### src/rtl/timer_pkg.sv
// Shared types and helpers for the multi-channel timer.
// Holds the channel state encoding and the pulse-stretcher width function.
package timer_pkg;

  typedef enum logic {
    IDLE  = 1'b0,
    COUNT = 1'b1
  } canal_state_t;

  // Bits needed to hold the value cyc (at least one bit).
  function automatic int pulse_w(input int cyc);
    return (cyc < 2) ? 1 : $clog2(cyc + 1);
  endfunction

endpackage

### src/rtl/timer_multicanal_if.sv
// Control/status bundle of timer_multicanal; channel i of limite/cuenta lives in [i*CNT_W +: CNT_W].
// master = controlling side, slave = timer side.
interface timer_multicanal_if #(
  parameter int N_CH  = 2,
  parameter int CNT_W = 27
);

  logic [N_CH-1:0]       start;
  logic [N_CH-1:0]       stop;
  logic [N_CH-1:0]       periodico;
  logic [N_CH*CNT_W-1:0] limite;
  logic [N_CH-1:0]       termino;
  logic [N_CH-1:0]       ocupado;
  logic [N_CH*CNT_W-1:0] cuenta;

  modport master (
    output start,
    output stop,
    output periodico,
    output limite,
    input  termino,
    input  ocupado,
    input  cuenta
  );

  modport slave (
    input  start,
    input  stop,
    input  periodico,
    input  limite,
    output termino,
    output ocupado,
    output cuenta
  );

endinterface

### src/rtl/timer_canal.sv
// One timer channel: IDLE/COUNT FSM, tick counter with terminal-count compare,
// and a clk-driven stretcher that holds termino high for PULSE_CYC cycles.
//
// state | meaning
// IDLE  | waiting for start, cuenta held at 0
// COUNT | advancing cuenta on each tick until latched limit-1
module timer_canal
  import timer_pkg::*;
#(
  parameter int CNT_W     = 27,
  parameter int PULSE_CYC = 3
) (
  input  logic             clk,
  input  logic             reset,
  input  logic             tick,
  input  logic             start,
  input  logic             stop,
  input  logic             periodico,
  input  logic [CNT_W-1:0] limite,
  output logic             termino,
  output logic             ocupado,
  output logic [CNT_W-1:0] cuenta
);

  localparam int               PW     = pulse_w(PULSE_CYC);
  localparam logic [CNT_W-1:0] C_ONE  = CNT_W'(1);
  localparam logic [PW-1:0]    P_ONE  = PW'(1);
  localparam logic [PW-1:0]    P_LOAD = PW'(PULSE_CYC);

  canal_state_t     state_q;
  canal_state_t     state_d;
  logic [CNT_W-1:0] cnt_q;
  logic [CNT_W-1:0] cnt_d;
  logic [CNT_W-1:0] lim_q;
  logic [CNT_W-1:0] lim_d;
  logic             per_q;
  logic             per_d;
  logic [PW-1:0]    pcnt_q;
  logic [PW-1:0]    pcnt_d;
  logic             hit;

  always_ff @(posedge clk or negedge reset) begin
    if (!reset) begin
      state_q <= IDLE;
      cnt_q   <= '0;
      lim_q   <= C_ONE;
      per_q   <= 1'b0;
      pcnt_q  <= '0;
    end else begin
      state_q <= state_d;
      cnt_q   <= cnt_d;
      lim_q   <= lim_d;
      per_q   <= per_d;
      pcnt_q  <= pcnt_d;
    end
  end

  always_comb begin
    state_d = state_q;
    cnt_d   = cnt_q;
    lim_d   = lim_q;
    per_d   = per_q;
    hit     = 1'b0;
    pcnt_d  = (pcnt_q != '0) ? (pcnt_q - P_ONE) : '0;

    case (state_q)
      IDLE: begin
        // stop has priority, so start+stop in the same cycle leaves the channel idle
        if (!stop && start) begin
          lim_d   = (limite == '0) ? C_ONE : limite;
          per_d   = periodico;
          cnt_d   = '0;
          state_d = COUNT;
        end
      end
      COUNT: begin
        if (stop) begin
          cnt_d   = '0;
          state_d = IDLE;
        end else if (tick) begin
          if (cnt_q == (lim_q - C_ONE)) begin
            hit   = 1'b1;
            cnt_d = '0;
            if (!per_q) begin
              state_d = IDLE;
            end
          end else begin
            cnt_d = cnt_q + C_ONE;
          end
        end
      end
      default: begin
        state_d = IDLE;
        cnt_d   = '0;
      end
    endcase

    // A new terminal count while the pulse is active restarts the full width
    if (hit) begin
      pcnt_d = P_LOAD;
    end
  end

  assign termino = (pcnt_q != '0);
  assign ocupado = (state_q == COUNT);
  assign cuenta  = cnt_q;

endmodule

### src/rtl/timer_multicanal.sv
// N_CH independent programmable timers sharing one tick source.
// Define TIMER_PRESC_EN to insert a free-running divide-by-PRESC tick; otherwise tick is every clk.
module timer_multicanal
  import timer_pkg::*;
#(
  parameter int N_CH      = 2,
  parameter int CNT_W     = 27,
  parameter int PULSE_CYC = 3,
  parameter int PRESC     = 100
) (
  input  logic               clk,
  input  logic               reset,
  timer_multicanal_if.slave  bus
);

  if (PULSE_CYC < 1) begin : g_pulse_chk
    $error("PULSE_CYC must be >= 1");
  end

  if (PRESC < 1) begin : g_presc_chk
    $error("PRESC must be >= 1");
  end

  logic tick;

`ifdef TIMER_PRESC_EN
  localparam int            DW       = (PRESC < 2) ? 1 : $clog2(PRESC);
  localparam logic [DW-1:0] DIV_LAST = DW'(PRESC - 1);
  localparam logic [DW-1:0] DIV_ONE  = DW'(1);

  logic [DW-1:0] div_q;

  // Free-running from reset; channel starts do not realign the phase
  always_ff @(posedge clk or negedge reset) begin
    if (!reset) begin
      div_q <= '0;
    end else if (div_q == DIV_LAST) begin
      div_q <= '0;
    end else begin
      div_q <= div_q + DIV_ONE;
    end
  end

  assign tick = (div_q == DIV_LAST);
`else
  assign tick = 1'b1;
`endif

  for (genvar i = 0; i < N_CH; i++) begin : g_ch
    timer_canal #(
      .CNT_W     (CNT_W),
      .PULSE_CYC (PULSE_CYC)
    ) u_canal (
      .clk       (clk),
      .reset     (reset),
      .tick      (tick),
      .start     (bus.start[i]),
      .stop      (bus.stop[i]),
      .periodico (bus.periodico[i]),
      .limite    (bus.limite[i*CNT_W +: CNT_W]),
      .termino   (bus.termino[i]),
      .ocupado   (bus.ocupado[i]),
      .cuenta    (bus.cuenta[i*CNT_W +: CNT_W])
    );
  end

endmodule

### src/flat_wrapper.sv
// flat-port wrapper written by rule: the top's interface ports become plain ports
module timer_multicanal_flat import timer_pkg::*;
#(
  parameter int N_CH      = 2,
  parameter int CNT_W     = 27,
  parameter int PULSE_CYC = 3,
  parameter int PRESC     = 100
)
  (clk, reset, bus_start, bus_stop, bus_periodico, bus_limite, bus_termino, bus_ocupado, bus_cuenta);
  timer_multicanal_if #(.N_CH(N_CH), .CNT_W(CNT_W)) bus_i ();
  input  logic clk;
  input  logic reset;
  input wire logic [$bits(bus_i.start)-1:0] bus_start;
  input wire logic [$bits(bus_i.stop)-1:0] bus_stop;
  input wire logic [$bits(bus_i.periodico)-1:0] bus_periodico;
  input wire logic [$bits(bus_i.limite)-1:0] bus_limite;
  output wire logic [$bits(bus_i.termino)-1:0] bus_termino;
  output wire logic [$bits(bus_i.ocupado)-1:0] bus_ocupado;
  output wire logic [$bits(bus_i.cuenta)-1:0] bus_cuenta;
  assign bus_i.start = bus_start;
  assign bus_i.stop = bus_stop;
  assign bus_i.periodico = bus_periodico;
  assign bus_i.limite = bus_limite;
  assign bus_termino = bus_i.termino;
  assign bus_ocupado = bus_i.ocupado;
  assign bus_cuenta = bus_i.cuenta;
  timer_multicanal #(.N_CH(N_CH), .CNT_W(CNT_W), .PULSE_CYC(PULSE_CYC), .PRESC(PRESC)) u_core (.clk(clk), .reset(reset), .bus(bus_i));
endmodule
### config.mk
export PLATFORM = sky130hd
export DESIGN_NAME = timer_multicanal_flat
export DESIGN_NICKNAME = d
export VERILOG_FILES = /design/src/rtl/timer_pkg.sv /design/src/rtl/timer_multicanal_if.sv /design/src/rtl/timer_canal.sv /design/src/rtl/timer_multicanal.sv /design/src/flat_wrapper.sv
export SDC_FILE = /design/constraint.sdc
export NUM_CORES = 1
export LEC_CHECK = 0
export BUFFER_PORTS_ARGS = -buffer_cell sky130_fd_sc_hd__buf_2
export CAP_MARGIN = 20
export CORE_MARGIN = 2
export CORE_UTILIZATION = 39
export DETAILED_ROUTE_END_ITERATION = 10
export SYNTH_ARGS = -nofsm -noshare
export SYNTH_HDL_FRONTEND = slang
export SYNTH_SLANG_ARGS = --single-unit
### constraint.sdc
create_clock -name clk -period 6 [get_ports clk]
set_clock_uncertainty 0.15 [all_clocks]
set_input_delay 0 -clock clk [delete_from_list [all_inputs] [get_ports clk]]
set_output_delay 0 -clock clk [all_outputs]
set_load 0.01 [all_outputs]
==> metrics.md, run 1 <==
| Metric | Value |
|---|---|
| Antenna viol nets, final | `0` |
| CTS Sinks | `116` |
| Number of synthesized register bits | `116` |
| Post-Syn Instances | `806` |
| CTS tree | `done` |
| Max-Cap Viols | `0` |
| Largest net degree at the start of global routing | `65` |
| Comb pwr share | `0.180` |
| Max-Slew Margin vs Limit | `0.444` |
| Crit end category | `register` |
| Async S/R FF share, synth | `1.00` |
| Chip width | `143 um` |
| HP Class | `in2async` |
| Die area | `20300 sq um` |
| Post-Place Worst Slack | `2150 ps` |
| Top_reg_cell synth | `dfrtp_1` |
| Initial antenna violation count | `0` |
| CP Data Required Time | `6110 ps` |
| HPWL after detailed placement | `15.4 mm` |
| DRC errors left | `0` |
| Detailed Route WL | `22.2 mm` |
| Status | `complete, no violations` |
| Clk slew on worst S/H paths | `60 ps` |
| Pwr dens | `285 nW/um^2` |
| Max IR drop VDD | `0.253 mV` |
| Drt via density | `5.75` |
| DRT Pass-1 Iters | `5` |
| Crit Path Class | `reg2reg` |
| Tcrit/Tclk final | `0.654` |
| Ports | `120` |
| Final Hold Viols | `0` |
| Site Rows | `50` |
| Drt wl/cell | `18.3 um` |
| Final Non-Filler Cells | `1212` |
| Number of synthesized flops with an enable pin | `0` |
| Initial Util | `0.399` |
| Min Hold Slack | `8.88 ps` |
| Pwr Total | `2730 uW` |
| Critical path arrival | `4030 ps` |
| Via count | `6971` |
| CTS Hold Bufs | `61` |
| Mapped Area | `7490 sq um` |
| Root Driver | `clkbuf_16` |
| NetSw | `759 uW` |
| # nets final | `1031` |
| Worst Tran Pin Value | `834 ps` |
| Most crowded layer after global routing | `met2` |
| RSZ-0062 raised after global routing | `no` |
| Final slew viol count | `0` |
| Cell leakage power | `0.00386 uW` |
| Share of layout cells above drive strength 1 | `0.248` |
| First-pass GRT wire length | `35.9 mm` |
| Cts bufs inserted | `17` |
| Maximum buffer depth of the clock tree | `2` |
| Setup ws final | `2080 ps` |
| Depth of the CTS H-tree | `4` |
| Post-CTS Setup Repair Bufs | `0` |
| Gpl congestion | `0.863` |
| GRT Total Usage | `0.223` |
| Critical path fanouts, max | `38` |
| Die Y | `143 um` |
| Unique masters post-synth | `71` |
| Syn. warnings | `0` |
| Met3 Use GR | `0.0429` |
| Area growth syn-to-layout | `27.6%` |
| Grt met2 use | `0.392` |
| ANT cells | `0` |
| Net Sw Frac | `0.278` |
| Power share of the sequential group | `0.370` |
| Clk_lat worst skew | `420 ps` |
| TNS Setup | `0 ps` |
| PortBufs | `119` |
| Seq/Total Area, Yosys | `0.388` |
| Vias in the first global route | `6767` |
| Grt ovf | `0` |
| Highest clock rate | `255 MHz` |
| 1st-iter DRT viols | `422` |
| Final min period | `3920 ps` |
| Pint | `1970 uW` |
| Post-Syn Nets | `872` |
| Post-CTS sizing | `0` |
| Critical Path Start Type | `register` |
| Dpl cells | `1119` |
| Grt met1 use | `0.276` |
| Placeable Area | `18800 sq um` |
| Post-synthesis area per instance | `9.30 sq um` |
| Setup-failing EPs final | `0` |
| Clock power share | `0.450` |
## critical path: stages, from the launching register on
cell,delay (ps)
dfrtp_1,470
nor4_4,450
nand2_2,220
or4_1,540
a221o_1,370
nor4_1,400
nand4_1,140
buf_4,290
nand2_1,520
o311ai_0,220
## synthesized netlist by cell type (all sizes together) (9+ instances only)
cell,count,share of area
dfrtp,114,0.38
nand2,71,0.036
mux2,52,0.078
nand3,50,0.033
nand4,43,0.038
xnor2,38,0.044
nor2,37,0.019
nor4,33,0.035
clkbuf,30,0.015
inv,29,0.015
o21ai,27,0.018
xor2,24,0.028
nor3,23,0.017
o311ai,20,0.023
a31oi,19,0.016
buf,19,0.016
and3,13,0.011
mux2i,11,0.015
or3,11,0.0092
o211ai,10,0.010
or2,10,0.0083
a21oi,9,0.0060
## power by group through the flow
| stage | clock network (uW) | logic [uW] | registers, uW |
|---|---|---|---|
| after global routing | 1290 | 542 | 1030 |
| final | 1230 | 491 | 1010 |
| after detailed placement | 0 | 452 | 1020 |
| after global placement | 0 | 451 | 1020 |
| after floorplan | 0 | 356 | 968 |
| after CTS | 1250 | 489 | 1010 |
## per-stage QoR
stage                      util  area, sq um
final                     0.510         9560
after global routing      0.510         9560
after CTS                 0.510         9560
after detailed placement  0.439         8240
after global placement    0.439         8240
after floorplan               -         7490
## flip-flops by register name, indices dropped and copies added (netlist names)
name / flops
u_core.g_ch.u_canal.cuenta: 54
u_core.g_ch.u_canal.lim_q: 54
u_core.g_ch.u_canal.ocupado: 2
u_core.g_ch.u_canal.pcnt_q: 4
u_core.g_ch.u_canal.per_q: 2
## cell type report
cell class	count	area, sq um
Fill cell	1731	9210
Clock buffer	20	467
Timing Repair Buffer	189	1280
Sequential cell	116	2910
Multi-Input combinational cell	612	4260
Clock inverter	12	249
Inverter	29	109
Tap cell	234	293
## worst paths after layout
path / from / to / slack [ps] / cells after the start
min in group clk: bus_start[0] / u_core.g_ch[0].u_canal.cuenta[18] / 70 / 4
worst min-delay path: reset / u_core.g_ch[1].u_canal.lim_q[6] / 9 / 2
worst min register to register: u_core.g_ch[1].u_canal.pcnt_q[0] / u_core.g_ch[1].u_canal.pcnt_q[0] / 320 / 1
max in group asynchronous: reset / u_core.g_ch[0].u_canal.cuenta[9] / 4390 / 3
worst max register to register: u_core.g_ch[1].u_canal.lim_q[2] / u_core.g_ch[1].u_canal.cuenta[7] / 2080 / 9
worst max-delay path: u_core.g_ch[1].u_canal.lim_q[2] / u_core.g_ch[1].u_canal.cuenta[7] / 2080 / 9
## logic make-up after synthesis
kind of cell | after synthesis | share of synthesized area
AOI/OAI and AO/OA | 144 | 0.141
xor gates and xnor gates | 62 | 0.0725
adders and majority gates | 4 | 0.00668
DFF | 116 | 0.388
and+or+nand+nor | 339 | 0.254
muxes | 63 | 0.0928
buffers and inverters | 78 | 0.0451
## per-layer routing
| metal | routed length [um] | up-vias | share of wire |
|---|---|---|---|
| met4 | 390 | 0 | 0.018 |
| met2 | 11200 | 171 | 0.51 |
| met3 | 846 | 27 | 0.038 |
| met1 | 9690 | 3406 | 0.44 |
| met5 | 0 | - | 0 |
| li1 | - | 3367 | - |
## cell usage in the layout (no fill, tap or decap), types with 6 or more instances in the layout
cell	count
a21oi_1	8
a31oi_1	19
and2_1	6
and3_1	13
buf_2	118
buf_4	10
bufinv_16	7
clkbuf_16	17
dfrtp_1	114
dlygate4sd3_1	61
inv_1	29
mux2_2	52
mux2i_1	11
nand2_1	69
nand2b_1	8
nand3_1	50
nand4_1	42
nor2_1	36
nor3_1	22
nor4_1	28
o211ai_1	10
o21ai_0	25
o22ai_1	8
o311ai_0	8
o311ai_1	12
o31ai_1	6
or2_2	9
or3_1	11
or4_1	8
xnor2_1	38
xor2_1	24
(Power assumes the default switching activity.)
==> inputs of run 2 (changes only) <==
--- a/config.mk
+++ b/config.mk
@@ -5,6 +5,7 @@
 export SDC_FILE = /design/constraint.sdc
 export NUM_CORES = 1
 export LEC_CHECK = 0
+export ABC_AREA = 1
 export BUFFER_PORTS_ARGS = -buffer_cell sky130_fd_sc_hd__buf_2
 export CAP_MARGIN = 20
 export CORE_MARGIN = 2
==> constraint.sdc (replaced) <==
create_clock -name clk -period 3.4 [get_ports clk]
set_clock_uncertainty 0.15 [all_clocks]
set_input_delay 0 -clock clk [delete_from_list [all_inputs] [get_ports clk]]
set_output_delay 0 -clock clk [all_outputs]
set_load 0.01 [all_outputs]
==> run 2 against run 1 <==
Synthesized area is 16% higher. Core utilization is 2.0 points lower. Sequential share of layout area down 3.2 points. Critical endpoint is now u_core.g_ch[0].u_canal.cuenta[14]. First-iteration DRC count increased by 18%.
==> metrics.md, run 2 <==
| Metric | Value |
|---|---|
| Crit path max-delay cell type | `dlygate4sd3_1` |
| First-pass GRT wire length | `43.2 mm (+20%)` |
| Top cells by count, synth | `nand2_1, inv_1, nor2_1` |
| Grt ovf | `0 (unchanged)` |
| CP startpoint | `u_core.g_ch[0].u_canal.cuenta[0]` |
| Ports | `120 (unchanged)` |
| Die Y | `153 um (+7.3%)` |
| RR Startpoint | `u_core.g_ch[0].u_canal.cuenta[0]` |
| Cts bufs inserted | `17 (unchanged)` |
| Number of synthesized flops with an enable pin | `0 (unchanged)` |
| Max stage delay on crit path | `550 ps (about the same)` |
| 1st-iter DRT viols | `497 (+18%)` |
| Final instance area | `10700 sq um (+12%)` |
| CP Buf/Inv Count | `3 (+2)` |
| Vias in the first global route | `8705 (+29%)` |
| Clk_lat worst skew | `420 ps (about the same)` |
| Root Driver | `clkbuf_16` |
| Post-synthesis mux area share | `0 (-0.0928)` |
| Seq/Total Area, Yosys | `0.335 (-0.0525)` |
| Drt wl/cell | `14.5 um (-21%)` |
| Highest clock rate | `327 MHz (+28%)` |
| Clk slew on worst S/H paths | `60 ps (about the same)` |
| Post-synthesis xor/xnor area fraction | `0.0904 (+0.0179)` |
| Die area | `23400 sq um (+15%)` |
| Drt via density | `4.92 (-14%)` |
| Fill cells | `2202 (+27%)` |
| Worst reg2reg path depth | `12 (+3)` |
| Top_reg_cell synth | `dfrtp_1` |
| HP Class | `in2reg` |
| Final Hold Viols | `0 (unchanged)` |
| Initial Util | `0.397 (-0.00206)` |
| TNS Setup | `0 ps (unchanged)` |
| Critical path arrival | `3210 ps (-820 ps)` |
| DRC errors left | `0 (unchanged)` |
| Site Rows | `54 (+8.0%)` |
| Number of synthesized register bits | `116 (unchanged)` |
| CP Data Required Time | `3550 ps (-2560 ps)` |
| Placeable Area | `21800 sq um (+16%)` |
| Worst hold path endpoint | `u_core.g_ch[1].u_canal.cuenta[9]` |
| Largest net degree at the start of global routing | `66 (+1.5%)` |
| RR Endpoint | `u_core.g_ch[0].u_canal.cuenta[14]` |
| Depth of the CTS H-tree | `4 (unchanged)` |
| Setup ws final | `339 ps (-1740 ps)` |
| Hold Crit Depth | `5` |
| Unique masters post-synth | `36 (-49%)` |
| Final slew viol count | `0 (unchanged)` |
| Critical path fanouts, max | `6 (-84%)` |
| Antenna viol nets, final | `0 (unchanged)` |
| Post-Syn Nets | `1411 (+62%)` |
| Post-synthesis compound-gate area fraction | `0.0433 (-0.0976)` |
| Top post-synthesis cells by area | `dfrtp_1, nand2_1, inv_1, nand3_1, nor2_1` |
| Pwr Total | `5590 uW (+100%)` |
| PortBufs | `119 (unchanged)` |
| Post-CTS Setup Repair Bufs | `0 (unchanged)` |
| Cell leakage power | `0.00579 uW (+50%)` |
| Cell taking the most area after synthesis | `dfrtp_1` |
| WP depth | `12 (+3)` |
| Max IR drop VDD | `0.291 mV (+15%)` |
| Chip width | `153 um (+7.3%)` |
| Crit Path Class | `reg2reg` |
| Top delay family on crit path | `simple AND/OR/NAND/NOR gates` |
| Share of the synthesized area in the top cell type | `0.329 (-0.0516)` |
| HPWL after detailed placement | `19.2 mm (+25%)` |
| RSZ-0062 raised after global routing | `no` |
| Post-Place Worst Slack | `811 ps (-1340 ps)` |
| CTS tree | `done` |
| CP cell instances | `ha_1, nand3_1, nor2_1, nand2_1, inv_1, nand4_1, or2_2, o22ai_1, inv_1, nand3_1, nand2_1, dlygate4sd3_1` |
| ANT cells | `0 (unchanged)` |
| Max-Slew Margin vs Limit | `0.355 (-0.0891)` |
| Status | `complete, no violations` |
| Tcrit/Tclk final | `0.900 (+0.246)` |
| Min-Delay Startpoint | `bus_start[1]` |
| Critical Path Start Type | `register` |
| Setup-failing EPs final | `0 (unchanged)` |
| Syn. warnings | `0 (unchanged)` |
| Most common cell after layout, fill and taps aside | `nand2_1` |
| Detailed Route WL | `26.0 mm (+17%)` |
| CTS Sinks | `116 (unchanged)` |
| Max-Cap Viols | `0 (unchanged)` |
| Mapped Area | `8670 sq um (+16%)` |
| FF-to-FF setup slack | `340 ps (-1740 ps)` |
| Worst Tran Pin Value | `959 ps (+125 ps)` |
| Crit end category | `register` |
| Placement Cell Area | `9440 sq um (+15%)` |
| Via count | `8811 (+26%)` |
| DRT Pass-1 Iters | `7 (+2)` |
| Post-synthesis area per instance | `6.44 sq um (-31%)` |
| Async S/R FF share, synth | `1.00 (unchanged)` |
| Post-Synth Adder-Cell Area | `0.00577 (-0.000905)` |
| Post-Syn Instances | `1345 (+67%)` |
| Maximum buffer depth of the clock tree | `2 (unchanged)` |
| Area growth syn-to-layout | `23.1%` |
| Commonest cells after routing, fill and taps aside | `nand2_1, inv_1, nor2_1` |
| Most frequent cell after synthesis | `nand2_1` |
| Final min period | `3060 ps (-862 ps)` |
| Pwr dens | `524 nW/um^2 (+84%)` |
| Initial antenna violation count | `0 (unchanged)` |
| # nets final | `1564 (+52%)` |
| Simple-gate portion of the synthesized area | `0.420 (+0.166)` |
| Share of layout cells above drive strength 1 | `0.132 (-0.116)` |
| GRT Total Usage | `0.227 (+0.00407)` |
| Largest family of logic cells by synthesized area | `simple AND/OR/NAND/NOR gates` |
| Gpl congestion | `0.887 (+2.7%)` |
run 2: changes by cell type after synthesis, moves of 18 or more:
cell | before | now
nor4_1 | 28 | 10
mux2_2 | 52 | 0
nand3_1 | 50 | 116
nor2_1 | 36 | 153
inv_1 | 29 | 172
nand2_1 | 69 | 458
xor2_1 | 24 | 57
a31oi_1 | 19 | 0
o21ai_0 | 25 | 51
run 2: worst register-to-register path: cells and delay by family, from the launching register on:
kind,cells,cell delay (ps)
and+or+nand+nor,7,1200
buffers and inverters,3,750
DFF,1,470
adders and majority gates,1,270
AOI/OAI and AO/OA,1,110
run 2: routing by layer:
| metal | track usage | part of all wire | wire (um) |
|---|---|---|---|
| met5 | 0 | 0 | 0 |
| met4 | 0.0697 | 0.023 | 585 |
| met3 | 0.0377 | 0.041 | 1080 |
| met2 | 0.400 | 0.50 | 13000 |
| met1 | 0.283 | 0.44 | 11300 |
run 2: area by class of cell:
cell class	count	area [sq um]	share of cell area
multi-input cells	1001	4860	0.455
repair buffers	189	1290	0.121
clock inverters	10	154	0.0144
clock buffers	22	464	0.0435
inverters	173	649	0.0608
flip-flops and latches	116	2910	0.272
well taps	280	350	0.0328
run 2: worst max-delay path by stage:
stage               slack [ps]                           endpoint
floorplan                 1080  u_core.g_ch[1].u_canal.cuenta[17]
global placement           870     u_core.g_ch[1].u_canal.ocupado
detailed placement         810  u_core.g_ch[1].u_canal.cuenta[13]
CTS                        390  u_core.g_ch[0].u_canal.cuenta[14]
global route                70  u_core.g_ch[0].u_canal.cuenta[14]
finish                     340  u_core.g_ch[0].u_canal.cuenta[14]
run 2: logic make-up (layout without fill, tap and decap cells):
family	count (synthesis)	after routing
DFF	116	116
xor gates and xnor gates	87	87
and+or+nand+nor	839	839
adders and majority gates	4	4
AOI/OAI and AO/OA	71	71
buffers and inverters	228	394
run 2: through the flow:
step,hold WS [ps],utilization,std cells
6_report,12.6,0.489,1791
5_1_grt,38.5,0.489,1791
3_5_place_dp,-52.4,0.433,1698
4_1_cts,6.15,0.489,1791
2_1_floorplan,-446,-,1345
3_3_place_gp,-59.1,0.433,1698
run 2: power breakdown:
part | leakage [uW] | internal, uW | switching (uW)
clock network | 0.000308 | 1260 | 662
registers | 0.00152 | 1610 | 322
logic | 0.00396 | 656 | 1080
run 2: repair_timing:
action	4_1_cts	5_1_grt
resized for setup	0	0
hold endpoints to repair	133	0
hold buffers	61	0
==> inputs of run 3 (changes only) <==
--- a/config.mk
+++ b/config.mk
@@ -5,7 +5,6 @@
 export SDC_FILE = /design/constraint.sdc
 export NUM_CORES = 1
 export LEC_CHECK = 0
-export ABC_AREA = 1
 export BUFFER_PORTS_ARGS = -buffer_cell sky130_fd_sc_hd__buf_2
 export CAP_MARGIN = 20
 export CORE_MARGIN = 2
==> run 3 against run 2 <==
Global-route usage up 0.86 points. Register-to-register slack worse by 250 ps. Fmax down 7.5%. Final cell count down 30%. Routed wire length down 9.8%. Combinational power down 41%. Highest routed layer unchanged. Largest power group is now clock. Core utilization up 3.9 points. Total power down 16%. Critical path type unchanged. Hold slack better by 3.4 ps. Sequential power down 10%. Clock power about the same.
==> metrics.md, run 3 (synthesized netlist as in run 1, its figures left out) <==
| Metric | Value |
|---|---|
| Placeable Area | `18800 sq um (-14%)` |
| CTS tree | `done` |
| Crit Path Class | `reg2reg` |
| Max-Slew Margin vs Limit | `0.369 (+0.0138)` |
| Share of layout cells above drive strength 1 | `0.285 (+0.153)` |
| Root Driver | `clkbuf_16` |
| HP Class | `in2async` |
| Most common cell after layout, fill and taps aside | `buf_2` |
| Final instance area | `9920 sq um (-7.1%)` |
| Final Hold Viols | `0 (unchanged)` |
| Crit end category | `register` |
| DRT Pass-1 Iters | `5 (-2)` |
| Min Hold Slack | `16.0 ps (+3.40 ps)` |
| Commonest cells after routing, fill and taps aside | `buf_2, dfrtp_1, nand2_1` |
| Drt via density | `5.72 (+16%)` |
| Site Rows | `50 (-7.4%)` |
| Die Y | `143 um (-6.8%)` |
| Maximum buffer depth of the clock tree | `2 (unchanged)` |
| Setup-failing EPs final | `0 (unchanged)` |
| Detailed Route WL | `23.4 mm (-9.8%)` |
| CP startpoint | `u_core.g_ch[1].u_canal.lim_q[12]` |
| GRT Total Usage | `0.235 (+0.00857)` |
| RR Startpoint | `u_core.g_ch[1].u_canal.lim_q[12]` |
| Initial Util | `0.399 (+0.00206)` |
| Cts bufs inserted | `17 (unchanged)` |
| PortBufs | `119 (unchanged)` |
| Max-Cap Viols | `0 (unchanged)` |
| Die area | `20300 sq um (-13%)` |
| CP Data Required Time | `3520 ps (-30 ps)` |
| Pwr dens | `472 nW/um^2 (-10%)` |
| Chip width | `143 um (-6.8%)` |
| 1st-iter DRT viols | `453 (-8.9%)` |
| Max IR drop VDD | `0.347 mV (+19%)` |
| Critical path fanouts, max | `16 (+10)` |
| DRC errors left | `0 (unchanged)` |
| Ports | `120 (unchanged)` |
| Critical path arrival | `3430 ps (+220 ps)` |
| Via count | `7193 (-18%)` |
| Clk_lat worst skew | `420 ps (about the same)` |
| Final min period | `3310 ps (+250 ps)` |
| Antenna viol nets, final | `0 (unchanged)` |
| Tcrit/Tclk final | `0.974 (+0.0734)` |
| Vias in the first global route | `6959 (-20%)` |
| CTS Sinks | `116 (unchanged)` |
| Depth of the CTS H-tree | `4 (unchanged)` |
| Max stage delay on crit path | `550 ps (about the same)` |
| Worst reg2reg path depth | `10 (-2)` |
| Crit path max-delay cell type | `or4_1` |
| Placement Cell Area | `8550 sq um (-9.4%)` |
| CP dominant cell by count | `buf_12` |
| First-pass GRT wire length | `37.4 mm (-13%)` |
| Cell leakage power | `0.00408 uW (-29%)` |
| Highest clock rate | `302 MHz (-7.5%)` |
| Drt wl/cell | `18.6 um (+28%)` |
| # nets final | `1077 (-31%)` |
| Initial antenna violation count | `0 (unchanged)` |
| Grt ovf | `0 (unchanged)` |
| HPWL after detailed placement | `16.3 mm (-15%)` |
| Worst Tran Pin Value | `947 ps (-11.8 ps)` |
| ANT cells | `0 (unchanged)` |
| Largest net degree at the start of global routing | `56 (-15%)` |
| Area growth syn-to-layout | `32.3%` |
| Critical Path Start Type | `register` |
| Clk slew on worst S/H paths | `60 ps (about the same)` |
| Gpl congestion | `0.847 (-4.5%)` |
| Final slew viol count | `0 (unchanged)` |
| Status | `complete, no violations` |
| CP cell instances | `nor4_4, nand4_4, or4_1, a221o_1, nor4_2, nand4_1, buf_12, nand2_1, buf_12, o311ai_0` |
## run 3: cell types whose count changed in the layout (fill, tap and decap cells not counted), moves of 13 or more
cell     change
xor2_1      -33
o21ai_0     -26
nor2_1     -115
buf_4       +42
nor4_1      +15
mux2_2      +52
and3_1      +13
nand2_1    -389
nand3_1     -66
a31oi_1     +19
inv_1      -143
## run 3: critical path, delay by kind of cell (launching register included)
family	cells	cell delay (ps)
simple gates	6	1720
buf+inv	2	360
flops	1	410
compound gates	2	510
## run 3: path summary, 6_finish.rpt
kind / endpoint / slack [ps]
worst max-delay path: u_core.g_ch[1].u_canal.cuenta[5] / 90
worst min-delay path: u_core.g_ch[1].u_canal.lim_q[5] / 20
worst max register to register: u_core.g_ch[1].u_canal.cuenta[5] / 90
worst min register to register: u_core.g_ch[1].u_canal.pcnt_q[0] / 310
max in group asynchronous: u_core.g_ch[0].u_canal.lim_q[10] / 2220
min in group clk: u_core.g_ch[0].u_canal.ocupado / 190
## run 3: report_power, final
| part | total (uW) | internal, uW | leakage, uW | switching [uW] |
|---|---|---|---|---|
| Clock | 1920 | 1260 | 0.000308 | 657 |
| Combinational | 1030 | 521 | 0.00228 | 511 |
| Sequential | 1730 | 1530 | 0.00149 | 201 |
## run 3: final cells by class
cell class / count / area, sq um
Clock buffer: 22 / 464
Clock inverter: 10 / 154
Fill cell: 1692 / 8850
Inverter: 29 / 109
Multi-Input combinational cell: 612 / 4300
Sequential cell: 116 / 2910
Tap cell: 234 / 293
Timing Repair Buffer: 235 / 1690
## run 3: per-stage QoR
stage / TNS, ps / power (uW) / instances / utilization / worst slack, ps
5_1_grt: -195 / 4900 / 1258 / 0.528 / -46.7
3_5_place_dp: 0 / 2710 / 1158 / 0.456 / 67.5
2_1_floorplan: 0 / 2340 / 806 / - / 348
4_1_cts: 0 / 4690 / 1251 / 0.521 / 30.1
3_3_place_gp: 0 / 2700 / 1158 / 0.456 / 127
6_report: 0 / 4680 / 1258 / 0.528 / 89.6
## run 3: routing by layer
metal  vias to the layer above  share of wire  GRT usage
met3                        39          0.044     0.0399
met2                       221           0.50      0.405
li1                       3461              -          -
met4                         0          0.027     0.0928
met5                         -              0          0
met1                      3472           0.43      0.294
## run 3: repair_timing
item / in CTS / in global routing
endpoints found under the hold margin: 128 / 0
setup buffers: 0 / 6
hold buffers: 61 / 0
setup endpoints to repair: 0 / 52
resized for setup: 0 / 12
